### config.mk
export PLATFORM = sky130hd
export DESIGN_NAME = countdown_mod60
export DESIGN_NICKNAME = d
export VERILOG_FILES = /design/src/rtl/countdown_pkg.sv /design/src/rtl/bcd_down_digit.sv /design/src/rtl/countdown_mod60.sv
export SDC_FILE = /design/constraint.sdc
export NUM_CORES = 1
export LEC_CHECK = 0
export BUFFER_PORTS_ARGS = -buffer_cell sky130_fd_sc_hd__buf_2
export CORE_AREA = 2 2 50 52
export CTS_CLUSTER_DIAMETER = 120
export DETAILED_ROUTE_END_ITERATION = 8
export DIE_AREA = 0 0 52 54
export PLACE_DENSITY_LB_ADDON = 0.08
export SYNTH_ARGS = -nofsm -noshare
export SYNTH_HDL_FRONTEND = slang
export SYNTH_HIERARCHICAL = 1
export SYNTH_SLANG_ARGS = --single-unit
### constraint.sdc
create_clock -name clk -period 3.54 [get_ports clk]
set_input_delay 0.354 -clock clk [delete_from_list [all_inputs] [get_ports clk]]
set_output_delay 0.354 -clock clk [all_outputs]
set_load 0.1 [all_outputs]
### src/rtl/countdown_pkg.sv
// Shared types and limits for the two-digit BCD countdown timer.
package countdown_pkg;

    typedef enum logic [1:0] {
        ST_IDLE  = 2'd0,
        ST_RUN   = 2'd1,
        ST_PAUSE = 2'd2,
        ST_DONE  = 2'd3
    } state_t;

    localparam logic [3:0] ONES_MAX = 4'd9;
    localparam logic [3:0] TENS_MAX = 4'd5;

    function automatic logic [3:0] clamp_digit(input logic [3:0] val, input logic [3:0] max);
        return (val > max) ? max : val;
    endfunction

endpackage

### src/rtl/bcd_down_digit.sv
// One BCD down-counting digit; wraps 0 -> DIGIT_MAX and flags the wrap on bout.
module bcd_down_digit
    import countdown_pkg::*;
#(
    parameter logic [3:0] DIGIT_MAX = ONES_MAX
) (
    input  logic       clk,
    input  logic       rst,
    input  logic       ld,
    input  logic [3:0] ld_val,
    input  logic       dec,
    output logic [3:0] q,
    output logic       bout
);

    logic [3:0] r_q;

    always_ff @(posedge clk or negedge rst) begin
        if (!rst) begin
            r_q <= 4'd0;
        end else if (ld) begin
            r_q <= ld_val;
        end else if (dec) begin
            r_q <= (r_q == 4'd0) ? DIGIT_MAX : r_q - 4'd1;
        end
    end

    assign q    = r_q;
    assign bout = dec && (r_q == 4'd0);

endmodule

### src/rtl/countdown_mod60.sv
// Two-digit BCD countdown (00..59) with shadow reload, pause/resume and done/borrow pulses.
module countdown_mod60
    import countdown_pkg::*;
#(
    parameter logic AUTO_RELOAD = 1'b0
) (
    input  logic       clk,
    input  logic       rst,
    input  logic       load,
    input  logic [3:0] load_ones,
    input  logic [3:0] load_tens,
    input  logic       start,
    input  logic       pause,
    input  logic       tick,
    output logic [3:0] cnt_ones,
    output logic [3:0] cnt_tens,
    output logic       busy,
    output logic       borrow,
    output logic       done
);

    state_t     r_state;
    state_t     w_state_nxt;
    logic [3:0] r_shadow_ones;
    logic [3:0] r_shadow_tens;
    logic       r_busy;
    logic       r_borrow;
    logic       r_done;

    logic [3:0] w_ones;
    logic [3:0] w_tens;
    logic       w_ones_bout;
    logic       w_tens_bout;
    logic       w_ld;
    logic [3:0] w_ld_ones;
    logic [3:0] w_ld_tens;
    logic       w_dec;
    logic       w_done_nxt;
    logic       w_zero;
    logic       w_last;
    logic       w_shadow_zero;

    assign w_zero        = (w_ones == 4'd0) && (w_tens == 4'd0);
    assign w_last        = (w_ones == 4'd1) && (w_tens == 4'd0);
    assign w_shadow_zero = (r_shadow_ones == 4'd0) && (r_shadow_tens == 4'd0);

    always_comb begin
        w_state_nxt = r_state;
        w_ld        = 1'b0;
        w_ld_ones   = r_shadow_ones;
        w_ld_tens   = r_shadow_tens;
        w_dec       = 1'b0;
        w_done_nxt  = 1'b0;
        if (load) begin
            w_state_nxt = ST_IDLE;
            w_ld        = 1'b1;
            w_ld_ones   = clamp_digit(load_ones, ONES_MAX);
            w_ld_tens   = clamp_digit(load_tens, TENS_MAX);
        end else begin
            unique case (r_state)
                ST_IDLE: begin
                    if (start) begin
                        if (w_zero) begin
                            w_state_nxt = ST_DONE;
                            w_done_nxt  = 1'b1;
                        end else begin
                            w_state_nxt = ST_RUN;
                        end
                    end
                end
                ST_RUN: begin
                    if (pause) begin
                        w_state_nxt = ST_PAUSE;
                    end else if (tick) begin
                        // Sitting at 00 in RUN only happens in auto-reload mode: this tick restarts the period.
                        if (w_zero) begin
                            if (AUTO_RELOAD) w_ld = 1'b1;
                            else             w_state_nxt = ST_DONE;
                        end else begin
                            w_dec = 1'b1;
                            if (w_last) begin
                                w_done_nxt = 1'b1;
                                if (!AUTO_RELOAD) w_state_nxt = ST_DONE;
                            end
                        end
                    end
                end
                ST_PAUSE: begin
                    if (start) w_state_nxt = ST_RUN;
                end
                ST_DONE: begin
                    if (start) begin
                        w_ld = 1'b1;
                        if (w_shadow_zero) w_done_nxt  = 1'b1;
                        else               w_state_nxt = ST_RUN;
                    end
                end
                default: w_state_nxt = ST_IDLE;
            endcase
        end
    end

    bcd_down_digit #(.DIGIT_MAX(ONES_MAX)) u_ones (
        .clk    (clk),
        .rst    (rst),
        .ld     (w_ld),
        .ld_val (w_ld_ones),
        .dec    (w_dec),
        .q      (w_ones),
        .bout   (w_ones_bout)
    );

    bcd_down_digit #(.DIGIT_MAX(TENS_MAX)) u_tens (
        .clk    (clk),
        .rst    (rst),
        .ld     (w_ld),
        .ld_val (w_ld_tens),
        .dec    (w_ones_bout),
        .q      (w_tens),
        .bout   (w_tens_bout)
    );

    always_ff @(posedge clk or negedge rst) begin
        if (!rst) begin
            r_state       <= ST_IDLE;
            r_shadow_ones <= 4'd0;
            r_shadow_tens <= 4'd0;
            r_busy        <= 1'b0;
            r_borrow      <= 1'b0;
            r_done        <= 1'b0;
        end else begin
            r_state  <= w_state_nxt;
            r_busy   <= (w_state_nxt == ST_RUN) || (w_state_nxt == ST_PAUSE);
            r_borrow <= w_ones_bout && !w_tens_bout;
            r_done   <= w_done_nxt;
            if (load) begin
                r_shadow_ones <= w_ld_ones;
                r_shadow_tens <= w_ld_tens;
            end
        end
    end

    assign cnt_ones = w_ones;
    assign cnt_tens = w_tens;
    assign busy     = r_busy;
    assign borrow   = r_borrow;
    assign done     = r_done;

endmodule

==> results.txt, run 1 <==
Setup repair after global routing left no endpoint under its margin. For this run, the number of Yosys warnings is 6. The logs give 1 for the deepest level of the CTS H-tree and 191 for the number of inserted filler cells in the final layout.

Global routing used 20.9% of the available tracks across all layers. Yosys mapped the design onto 36 distinct sky130hd cell types. The hold-critical path depth came out at 2. The tools report the synthesized netlist net count as 147. On the final layout, the worst clock skew is 1.55 ps.

In the finished design, the share of the clock period the worst path needs comes to 71.4%. The share of final-layout standard cells stronger than drive strength 1 was 22.6%; the accumulated negative setup slack was 0 ps. Summed over all layers, the routed wires come to 2550 um. The die outline width was 52 um; the effective utilization at floorplan was 53.0%. Wire length of the first global-routing pass: 4220 um. Number of antenna violations at the first check in global routing: 0.

The tool flagged a number of max-cap violations equal to 0. For the detailed-route via count, the log shows 1004. The library cells used most frequently in the layout, excluding fill and tap cells, are buf_2 (24), dfrtp_1 (21), nand2_1 (13).

The cell count after synthesis was 128. The tools report the worst-case headroom to the max-slew limit as 69.2%. The flow ran to the end, and the final reports show no timing, DRC or antenna violations.

Detailed placement ended at an HPWL of 1940 um. The floorplan has 18 rows. Number of ports placed on the die boundary: 25. The run gives 931 as the number of global-route vias before repair. Synthesis inferred 21 register bits. The summed instance area of the synthesized netlist is 0.00123 sq mm. The repair_antennas step left the layout with diodes totalling 0. Relative to the synthesized area, the layout overhead comes to 15.3%. The first detailed-routing pass ran for 4 iterations. In this run, post-CTS repair resized a total of 0 instances.

The clock latency on the worst-skew pair came out at 300 ps. Number of hold violations in the final report: 0. First-iteration detailed-routing DRC count: 21. The tools report the cell at the root of the clock tree as clkbuf_4. After synthesis, flip-flops and latches occupy 42.8% of the total area. The worst path arrival time was 2710 ps.

Power density relative to cell area: 472 mW/mm^2. In the final routed layout, each cell accounts on average for 13.8 um. The worst reg-to-reg path cell count was 10. At the worst endpoint, the required time is 3720 ps. The total die area is 0.00281 sq mm, and the largest fanout of any net on the critical path is 6. The tools report the nature of the critical path endpoint as a register.

For the worst supply voltage drop on vdd, the log shows 0.348 mV. The path class of the tightest hold or removal check is input port to register. The tools report the maximum number of pins on one net before global-route repair as 23. The number of clock buffers added by TritonCTS is 3.

At the end of routability-driven placement, the weighted congestion stood at 0.862. Clock net sink count: 21. The number of cells in the design after placement is 180. The worst flop-to-flop path endpoint is u_tens/q[3].

Total chip power: 0.669 mW. The worst path needs 2530 ps of the cycle, external delays included. Once layout is complete, the utilization of the core stands at 61.1%. In this run the static leakage power is 0.617 nW.

A synthesized cell averages 9.60 sq um. The library cell used most frequently in the layout, excluding fill and tap cells, is buf_2. The tools report the startpoint kind of the worst setup timing path as a register.

The number of nets in the finished design was 175. Transition at the pin with the smallest max-transition slack: 454 ps. The worst setup path is of the register to register kind. In this run the critical register-to-register path is launched from r_state[1]. Once the clock tree was built, the setup fixing pass inserted 0 buffers.

The vias per cell is 5.43, and the maximum operating frequency is 0.395 GHz. The region available for standard cell placement spans 0.00232 sq mm. After detailed routing, the number of remaining DRC violations is 0. Excluding fillers, the count of instances in the completed layout stands at 185. TritonCTS built the clock tree. Hold timing on the final database bottoms out at a slack of 309 ps. The final-report setup violation count is 0, and the minimum setup slack among reg-to-reg paths is 1010 ps.

After clock tree synthesis, the clock-pin slew on the worst setup and hold paths is 120 ps. The worst hold path begins at load_ones[3]. The critical path starts at r_state[1]. The total count of max-transition violations in the final report is 0, and the number of buffer cells added on primary ports is 24. The tools report the end of the worst hold path as r_shadow_ones[2]. In this run the vertical extent of the chip is 54 um.

Remaining number of nets flagged by the antenna check after routing: 0. In this run the deepest clock path goes through 2 buffers. Summed over all layers, the global routing overflow is 0. Hold buffer count at cts: 1.
[cell families (layout without fill, tap and decap cells)]
logic type | after synthesis | count (layout) | share of synthesized area, %
simple gates | 47 | 47 | 24.8
mux | 3 | 3 | 2.65
xor+xnor | 4 | 4 | 2.85
buf+inv | 10 | 37 | 3.05
flops | 21 | 21 | 42.8
compound gates | 38 | 38 | 18.7
fa+ha+maj | 5 | 5 | 5.09
[layer usage]
| layer | track usage, % | vias to the layer above | routed length, um |
|---|---|---|---|
| met5 | 0 | - | 0 |
| met2 | 34.4 | 21 | 1220 |
| met3 | 3.89 | 2 | 91 |
| met1 | 27.2 | 461 | 1230 |
| li1 | - | 520 | - |
| met4 | 8.33 | 0 | 15 |
[registers in the layout (all words and copies together), names as in the netlist]
signal and count:
borrow 1, busy 1, done 1, r_shadow_ones 4
r_shadow_tens 4, r_state 2, u_ones/q 4, u_tens/q 4
[worst max-delay path: stages (launching register included)]
cell and delay (ps):
dfrtp_1 450, inv_1 130, ha_1 190, nand2b_1 80
inv_1 70, and4_1 270, nor4b_4 240, nor2b_1 320
or4b_1 490, nand2_1 90, o21ai_1 70
[per-stage QoR]
step | setup slack, ps | cell area [sq um]
2_1_floorplan | 742 | 1230
3_3_place_gp | 1170 | 1380
3_5_place_dp | 1040 | 1380
4_1_cts | 1030 | 1420
5_1_grt | 786 | 1420
6_report | 1010 | 1420
[power by group]
part,switching [mW],internal (mW),total [mW]
sequential,0.0357,0.265,0.300
clock,0.0731,0.0421,0.115
combinational,0.184,0.0694,0.253
total,0.293,0.376,0.669
[worst max-delay path by stage]
stage	end	slack (ps)	cells after the start
after floorplan	u_tens/q[3]	740	8
after global placement	u_tens/q[3]	1170	10
after detailed placement	u_tens/q[3]	1040	10
after CTS	u_tens/q[3]	1030	10
after global routing	u_tens/q[3]	790	10
final	u_tens/q[3]	1010	10
[synthesized netlist by cell type, drive strengths merged]
library cell	count	share of area, %
nand2	13	4.0
dfrtp	21	43
o31a	1	0.71
nand3b	1	0.61
a21oi	10	4.1
mux2i	1	0.81
nor3b	2	2.0
or3	1	0.51
o2bb2ai	4	2.9
o22ai	1	0.51
o311ai	1	0.71
o21ai	14	5.7
o211a	1	0.81
nor2b	6	3.1
or4b	1	0.81
a211oi	3	1.8
nand3	2	0.81
and2b	1	0.61
nor4b	2	3.2
xnor2	4	2.9
a31oi	3	1.5
nor4	4	3.3
nand2b	3	1.5
nor2	6	1.8
nand4	2	1.0
and4	1	0.71
inv	8	2.4
ha	5	5.1
nor3	1	0.41
and2	1	0.51
clkbuf	1	0.31
buf	1	0.31
mux2	2	1.8
[final cells by class]
type	instances	area (sq um)	area share, %
inverters	8	30.0	2.12
clock buffers	3	22.5	1.59
clock inverters	1	5.00	0.353
multi-input cells	97	666	47.0
repair buffers	25	130	9.19
flip-flops and latches	21	526	37.1
well taps	30	37.5	2.65
Note: power is estimated with default switching activity, not from simulation.
==> run 2: changes to the inputs <==
--- a/config.mk
+++ b/config.mk
@@ -5,11 +5,12 @@
 export SDC_FILE = /design/constraint.sdc
 export NUM_CORES = 1
 export LEC_CHECK = 0
+export ABC_AREA = 1
 export BUFFER_PORTS_ARGS = -buffer_cell sky130_fd_sc_hd__buf_2
-export CORE_AREA = 2 2 50 52
+export CORE_AREA = 2 2 57 59
 export CTS_CLUSTER_DIAMETER = 120
 export DETAILED_ROUTE_END_ITERATION = 8
-export DIE_AREA = 0 0 52 54
+export DIE_AREA = 0 0 59 61
 export PLACE_DENSITY_LB_ADDON = 0.08
 export SYNTH_ARGS = -nofsm -noshare
 export SYNTH_HDL_FRONTEND = slang
==> constraint.sdc (replaced) <==
create_clock -name clk -period 2.3 [get_ports clk]
set_input_delay 0.23 -clock clk [delete_from_list [all_inputs] [get_ports clk]]
set_output_delay 0.23 -clock clk [all_outputs]
set_load 0.1 [all_outputs]
==> run 2 against run 1 <==
Compared with the run above: core utilization down 7.8 points; power grew 110%; sequential share of layout area down 3.7 points; first-iteration DRC count rose to 3.6 times the previous value; routed wire length up 21%; final area grew 11%; maximum frequency rose by 27%; synthesized area up 12%; highest routed layer unchanged.
==> results.txt, run 2 <==
The tools report the startpoint kind of the worst setup timing path as a register. For this run, design rule violations remaining after detail routing come to 0. The worst register-to-register path has a depth of 13.

For this run, the register share of the synthesized area comes to 38.1%. For the pin with the worst max-slew slack, the measured transition is 494 ps. The worst hold path terminates at r_shadow_tens[1]. The total die area came out at 0.00360 sq mm. Yosys attributes the largest share of cell area to dfrtp_1 (38%), nand2_1 (15%), nor2_1 (7.9%), inv_1 (6.3%), o21ai_0 (4.7%).

The tools report the number of rows in the core area as 20. The flow ran to the end, and the final reports show no timing, DRC or antenna violations. STA classifies the critical path endpoint as a register. The deepest level of the CTS H-tree was 1. Type of the tightest min-delay check: input port to register. The tools report the cell at the root of the clock tree as clkbuf_4. The Yosys step of the flow raised 6 warnings. Cells with a size suffix above 1 make up 22.9% of the layout. The number of flops mapped to enable cells by yosys came out at 0.

Summing the areas of all and, or, nand and nor instances in the mapped netlist gives 33.5% of the synthesized area. The cell type contributing the most total cell area after synthesis was dfrtp_1. After clock tree synthesis, the repair step resized 0 gates. Leaving out fill and tap cells, the most frequent cells in the layout are nand2_1 (55), nor2_1 (29), buf_2 (24). Based on the critical path, the design can be clocked at up to 0.502 GHz. The worst register-to-register path begins at r_state[1]. The synthesized netlist devotes 0% of its cell area to XOR and XNOR gates. The logs give 0 for the total count of max-transition violations in the final report and 1296 for the detailed-route via count.

The worst flop-to-flop path endpoint is u_tens/q[3]. The placed instances occupy a cell area of 0.00154 sq mm. The share of Yosys cell area claimed by the top area cell type is 38.1%, and the number of inserted filler cells in the final layout is 321. Of the post-synthesis cell area, the part taken by muxes is 0%. Synthesis produced a netlist with a net count of 213.

For the number of hold violations in the final report, the log shows 0. The most common cell after layout, fill and taps aside was nand2_1. For this design the top-level I/O count stands at 25. At the end of routability-driven placement, the weighted congestion stood at 0.878. The worst setup slack before clock tree synthesis was 373 ps; the die boundary height was 61 um. Counting stages on the worst path, the most repeated cell is nand2_1. The minimum clock period after layout was 1990 ps. The minimum setup slack among reg-to-reg paths was 310 ps. The worst hold path begins at load_tens[1].

Data arrives at the worst endpoint at 2200 ps. Across the run, the number of max-cap violations was 0. Summed over all failing endpoints, the final setup total negative slack is 0 ps. The clock net in this run drives a total of 21 sinks. The area added between synthesis and finish is 14.2%. The tools report the hold buffer count at cts as 1. Power spread over the standard cell area amounts to 898 mW/mm^2. In this run the remaining antenna-violating nets after routing total 0. Global routing consumed, over all layers together, 18.7% of the routing resources. Synthesis produced 194 cells. Measured against its own limit, the worst slew margin works out to 67.1%.

The setup skew after layout came out at 2.90 ps. Port buffering added 24 buffers. Buffers inserted during clock tree synthesis total 3. Entering global routing, the biggest net connects 22 pins.

The logs give 4 for the detailed-router iteration count before antenna repair and 29 for the number of different library cells in the post-synthesis netlist. The number of nets in the finished design is 243. The maximum single-stage delay on the critical path is 470 ps, and the maximum clock path buffer count is 2. The hold-critical path depth was 2. The logs give 76 for the first-iteration detailed-routing DRC count and 0 for the final-report setup violation count. Traced cell by cell, the critical path runs through inv_1, ha_1, nand2_1, inv_1, nand3_1, nor2_1, nand2_1, nor2_1, inv_1, nor2_1, nand2_1, nand3_1, nand2_1. STA puts the critical path data required time at 2510 ps. After Yosys synthesis, full adders, half adders and majority gates account for 4.54% of the synthesized area. The most instantiated flip-flop cell in the synthesis netlist is dfrtp_1. The wire length of the first global-routing pass is 5030 um. The clock latency on the worst-skew pair came out at 310 ps. Critical path class: register to register. The number of antenna violations at the first check in global routing was 0.

For this configuration, the core starts out at a cell density of 46.7%. The total chip power was 1.41 mW; the summed instance area of the synthesized netlist was 0.00138 sq mm. The die outline width was 59 um; the largest fanout of any net on the critical path was 7. The post-synthesis compound-gate area fraction is 13.9%, and the clock-pin slew on the worst setup and hold paths is 120 ps. After layout, the worst path uses 86.7% of the clock period. After synthesis the netlist holds a flip-flop and latch count of 21.

For the leakage component of the power, the log shows 0.866 nW. The highest-delay cell along the critical path is dfrtp_1. VDD sags by at most 0.487 mV. The vias per cell came out at 5.06. Setup repair after global routing left no endpoint under its margin.

The logs give 0 for the post-CTS setup repair buffer count and 0 for the global route total overflow. Counting flops with an async set or reset pin after synthesis yields a share of 100%. Wires add up to 3070 um. By count the netlist is led by nand2_1 (55), nor2_1 (29), inv_1 (23), dfrtp_1 (21), o21ai_0 (13).

Dividing the detail-routed wire length by the instance count gives 12.0 um. Post-detailed-placement half-perimeter wirelength: 2380 um. Setup slack closes at 307 ps. Summing all non-filler instances in the final layout gives an area of 0.00157 sq mm.

The total area inside the core boundary comes to 0.00295 sq mm. The dominant combinational cell family by area after synthesis was simple AND/OR/NAND/NOR gates. After synthesis, the mean cell area works out to 7.10 sq um. The number of global-route vias before repair was 1132.

TritonCTS built the clock tree. The cell with the most instances after synthesis was nand2_1. The number of antenna diodes in the final layout is 0.
==> run 2: changes by cell type in the layout (fill, tap and decap cells not counted), moves of 4 or more <==
cell / before / now
nand2_2: 0 / 5
a21oi_1: 10 / 3
xnor2_1: 4 / 0
nor2_1: 6 / 29
inv_1: 8 / 23
nor2b_1: 6 / 0
nand3_1: 2 / 9
inv_2: 0 / 7
o2bb2ai_1: 4 / 0
nand2_1: 13 / 55
==> run 2: layer usage <==
layer | up-vias | wire (um) | track usage, %
met5 | - | 0 | 0
met4 | 0 | 49 | 7.79
met3 | 5 | 131 | 1.92
met2 | 35 | 1460 | 31.6
met1 | 587 | 1430 | 24.7
li1 | 669 | - | -
==> run 2: cells by family (layout without fill, tap and decap cells) <==
group	count (synthesis)	after routing
and+or+nand+nor	107	107
adders and majority gates	5	5
AOI/OAI and AO/OA	28	28
DFF	21	21
buffers and inverters	33	62
==> run 2: cell type report <==
cell class,instances,area [sq um],area share (%)
clock buffer,3,22.5,1.43
clock inverter,1,5.00,0.318
inverter,31,118,7.48
multi-input combinational,140,716,45.5
sequential,21,526,33.4
tap,33,41.3,2.63
timing repair buffer,27,145,9.23
==> run 2: how the worst max path moves through the flow <==
| stage | from | end | slack (ps) | cells past startpoint |
|---|---|---|---|---|
| after floorplan | u_ones/q[0] | u_tens/q[2] | 6 | 14 |
| after global placement | r_state[1] | borrow | 430 | 13 |
| after detailed placement | r_state[1] | borrow | 370 | 13 |
| after CTS | r_state[1] | u_tens/q[2] | 350 | 14 |
| after global routing | r_state[1] | u_tens/q[3] | 130 | 13 |
| final | r_state[1] | u_tens/q[3] | 310 | 13 |
==> run 2: power by group <==
part	internal, mW	switching (mW)
logic	0.192	0.534
registers	0.428	0.0751
clock network	0.0650	0.118
==> run 2: critical path, delay by kind of cell (launching register included) <==
kind	cells	cell delay, ps
simple gates	9	980
flops	1	470
buf+inv	3	260
fa+ha+maj	1	160
==> run 2: stage by stage <==
step,utilization (%),hold slack (ps),std cells
final,53.3,159,256
after global routing,53.3,154,256
after CTS,53.3,146,256
after detailed placement,52.0,225,251
after global placement,52.0,224,251
after floorplan,-,-65.6,194
==> run 3: changes to the inputs <==
--- a/config.mk
+++ b/config.mk
@@ -11,7 +11,8 @@
 export CTS_CLUSTER_DIAMETER = 120
 export DETAILED_ROUTE_END_ITERATION = 8
 export DIE_AREA = 0 0 59 61
-export PLACE_DENSITY_LB_ADDON = 0.08
+export PLACE_DENSITY = 0.71
+export REMOVE_ABC_BUFFERS = 1
 export SYNTH_ARGS = -nofsm -noshare
 export SYNTH_HDL_FRONTEND = slang
 export SYNTH_HIERARCHICAL = 1
==> run 3 against run 2 <==
Compared with the run above: register-to-register slack gained 30 ps; maximum frequency grew 1.4%; die area is the same; first-iteration DRC count shrank 63%; critical endpoint is now u_tens/q[0]; largest cell class unchanged; highest routed layer unchanged.
==> results.txt, run 3 (synthesized netlist as in run 2, its figures left out) <==
The flow ran to the end, and the final reports show no timing, DRC or antenna violations. The run gives 1272 as the detailed-route via count. The ratio of final minimum period to clock period was 85.5%; the post-detailed-placement half-perimeter wirelength was 2260 um. Counting along the longest clock path gives a buffer depth of 2.

Dividing the detail-routed via count by the number of cells gives 4.95. The tool flagged a number of max-cap violations equal to 0. The maximum number of pins on one net before global-route repair was 22. Setup repair after global routing left no endpoint under its margin.

The total die area was 0.00360 sq mm; the largest fanout of any net on the critical path was 7. The run gives 1.92% as the met3 global-route usage. The end of the worst hold path is r_shadow_tens[1]. The worst setup path is of the register to register kind. In the layout the commonest cells are nand2_1 (55), nor2_1 (27), buf_2 (24). For the final routed database, the setup TNS stands at 0 ps.

The worst hold path belongs to the class input port to register. Setup violations remaining at the end of the flow were counted as 0. TritonCTS built the clock tree. The routed design has 2930 um of wire. The DRC violations left was 0; the detailed-router iteration count before antenna repair was 4. The die outline width came out at 59 um. The initialized floorplan defines 20 standard-cell rows. The endpoint identified for the worst register-to-register timing path is u_tens/q[0]. Global routing consumed, on the met1 layer, 25.7% of the routing resources.

At the worst endpoint, the required time is 2500 ps. Counting instances, the worst hold path has a depth of 2. met2 is the most crowded layer. The detail route stage leaves a number of antenna-violating nets equal to 0.

The clock-pin slew on the worst setup and hold paths is 120 ps. The later pin in the worst-skew pair is clocked with a latency of 310 ps. The worst-case headroom to the max-slew limit is 67.5%. For this design the ratio of total power to cell area is 900 mW/mm^2.

On the worst path, the slowest cell contributes a delay of 470 ps. The total count of max-transition violations in the final report is 0, and the share of final-layout standard cells stronger than drive strength 1 is 23.7%. For this run the aggregate overflow at the end of global routing stands at 0. The worst supply voltage drop on vdd is 0.469 mV. Global routing consumed, on the met2 layer, 31.0% of the routing resources. Compared with the post-synthesis result, the final layout area differs by 15.0%.

The cell area after placement was 0.00154 sq mm; the minimum clock period after layout was 1970 ps. The tools report the first-iteration detailed-routing DRC count as 28. The tools report the number of ports placed on the die boundary as 25. Nature of the critical path endpoint: a register.

Dividing the detail-routed wire length by the instance count gives 11.4 um. The worst reg-to-reg path cell count was 11; the final instance area was 0.00158 sq mm. The number of hold violations in the final report was 0; the wire length of the first global-routing pass was 5050 um. The beginning of the worst register-to-register path is r_state[1].

The root buffer cell chosen for the clock tree is clkbuf_4. The number of buffer cells added on primary ports is 24. The startpoint identified for the worst hold timing path is load_tens[1]. Number of global-route vias before repair: 1161. TritonCTS created 3 clock buffers.

The slowest stage of the critical path is the dfrtp_1 cell. Worst path arrival time: 2170 ps. The number of antenna violations at the first check in global routing was 0; the clock net sink count was 21. For the pin with the worst max-slew slack, the measured transition is 487 ps. After floorplanning, the core was sized to cover 0.00295 sq mm. The minimum setup slack among reg-to-reg paths was 330 ps. Walking the worst path, the cells encountered are inv_1, ha_1, nand2_1, inv_1, nand3_1, nor2_2, nand2_1, nor2_2, nor2_1, a22oi_1, o21ai_0. Weighted congestion reported at the end of routability-driven placement: 0.809. The effective utilization at floorplan came out at 46.7%. On the final layout, the worst clock skew is 3.27 ps. Leaving out fill and tap cells, the most frequent cell in the layout is nand2_1.

The worst setup path is launched from a register. The analysis attributes to cell leakage a power of 0.866 nW. Together, buffers and inverters on the worst path number 2.

The deepest level of the CTS H-tree came out at 1. The die boundary height was 61 um. The post-CTS setup repair buffer count was 0. Static timing analysis puts the maximum clock frequency at 0.509 GHz.

For this run, the total global-route usage over all layers was measured as 19.0%. The family of cells with the greatest summed delay on the critical path was simple AND/OR/NAND/NOR gates. The antenna diode instance count is 0, and the number of nets in the finished design is 244.
==> run 3: changes by cell type in the layout (fill, tap and decap cells not counted), sizes merged <==
cell / delta
clkinv: -1
clkbuf: +1
buf: +1
==> run 3: report_power, final <==
group	switching [mW]	internal (mW)	total, mW
combinational	0.547	0.198	0.745
clock	0.118	0.0677	0.185
sequential	0.0673	0.428	0.495
total	0.732	0.694	1.43
==> run 3: area by class of cell <==
class | count | area (sq um)
Timing Repair Buffer | 28 | 153
Fill cell | 305 | 1370
Inverter | 31 | 118
Multi-Input combinational cell | 140 | 721
Sequential cell | 21 | 526
Tap cell | 33 | 41.3
Clock buffer | 4 | 26.3
==> run 3: metrics by stage <==
stage                     total power, mW  hold slack (ps)  std cells  util, %  worst slack [ps]
after global placement               1.23              215        252     52.2               341
after detailed placement             1.24              217        252     52.2               275
after floorplan                      1.09            -65.6        192        -              5.96
after CTS                            1.43              151        257     53.5               239
after global routing                 1.54              161        257     53.6              81.8
final                                1.43              157        257     53.6               334
==> run 3: repair_timing <==
item,CTS,global route
gates resized for setup,0,2
hold endpoints to repair,21,0
setup endpoints to repair,0,4
hold buffers,1,0
==> run 3: metal layers <==
layer  vias to the layer above  wire length [um]
met3                         4                94
met5                         -                 0
met2                        35              1370
met1                       563              1420
met4                         0                40
li1                        670                 -
==> run 3: how the worst max path moves through the flow <==
stage                              to  cells past startpoint  slack, ps   startpoint
final                     u_tens/q[0]                     11        330   r_state[1]
after global routing      u_tens/q[2]                     14         80   r_state[1]
after CTS                 u_tens/q[0]                     11        240   r_state[1]
after detailed placement  u_tens/q[0]                     11        270   r_state[1]
after global placement         borrow                     13        340   r_state[1]
after floorplan           u_tens/q[2]                     14          6  u_ones/q[0]
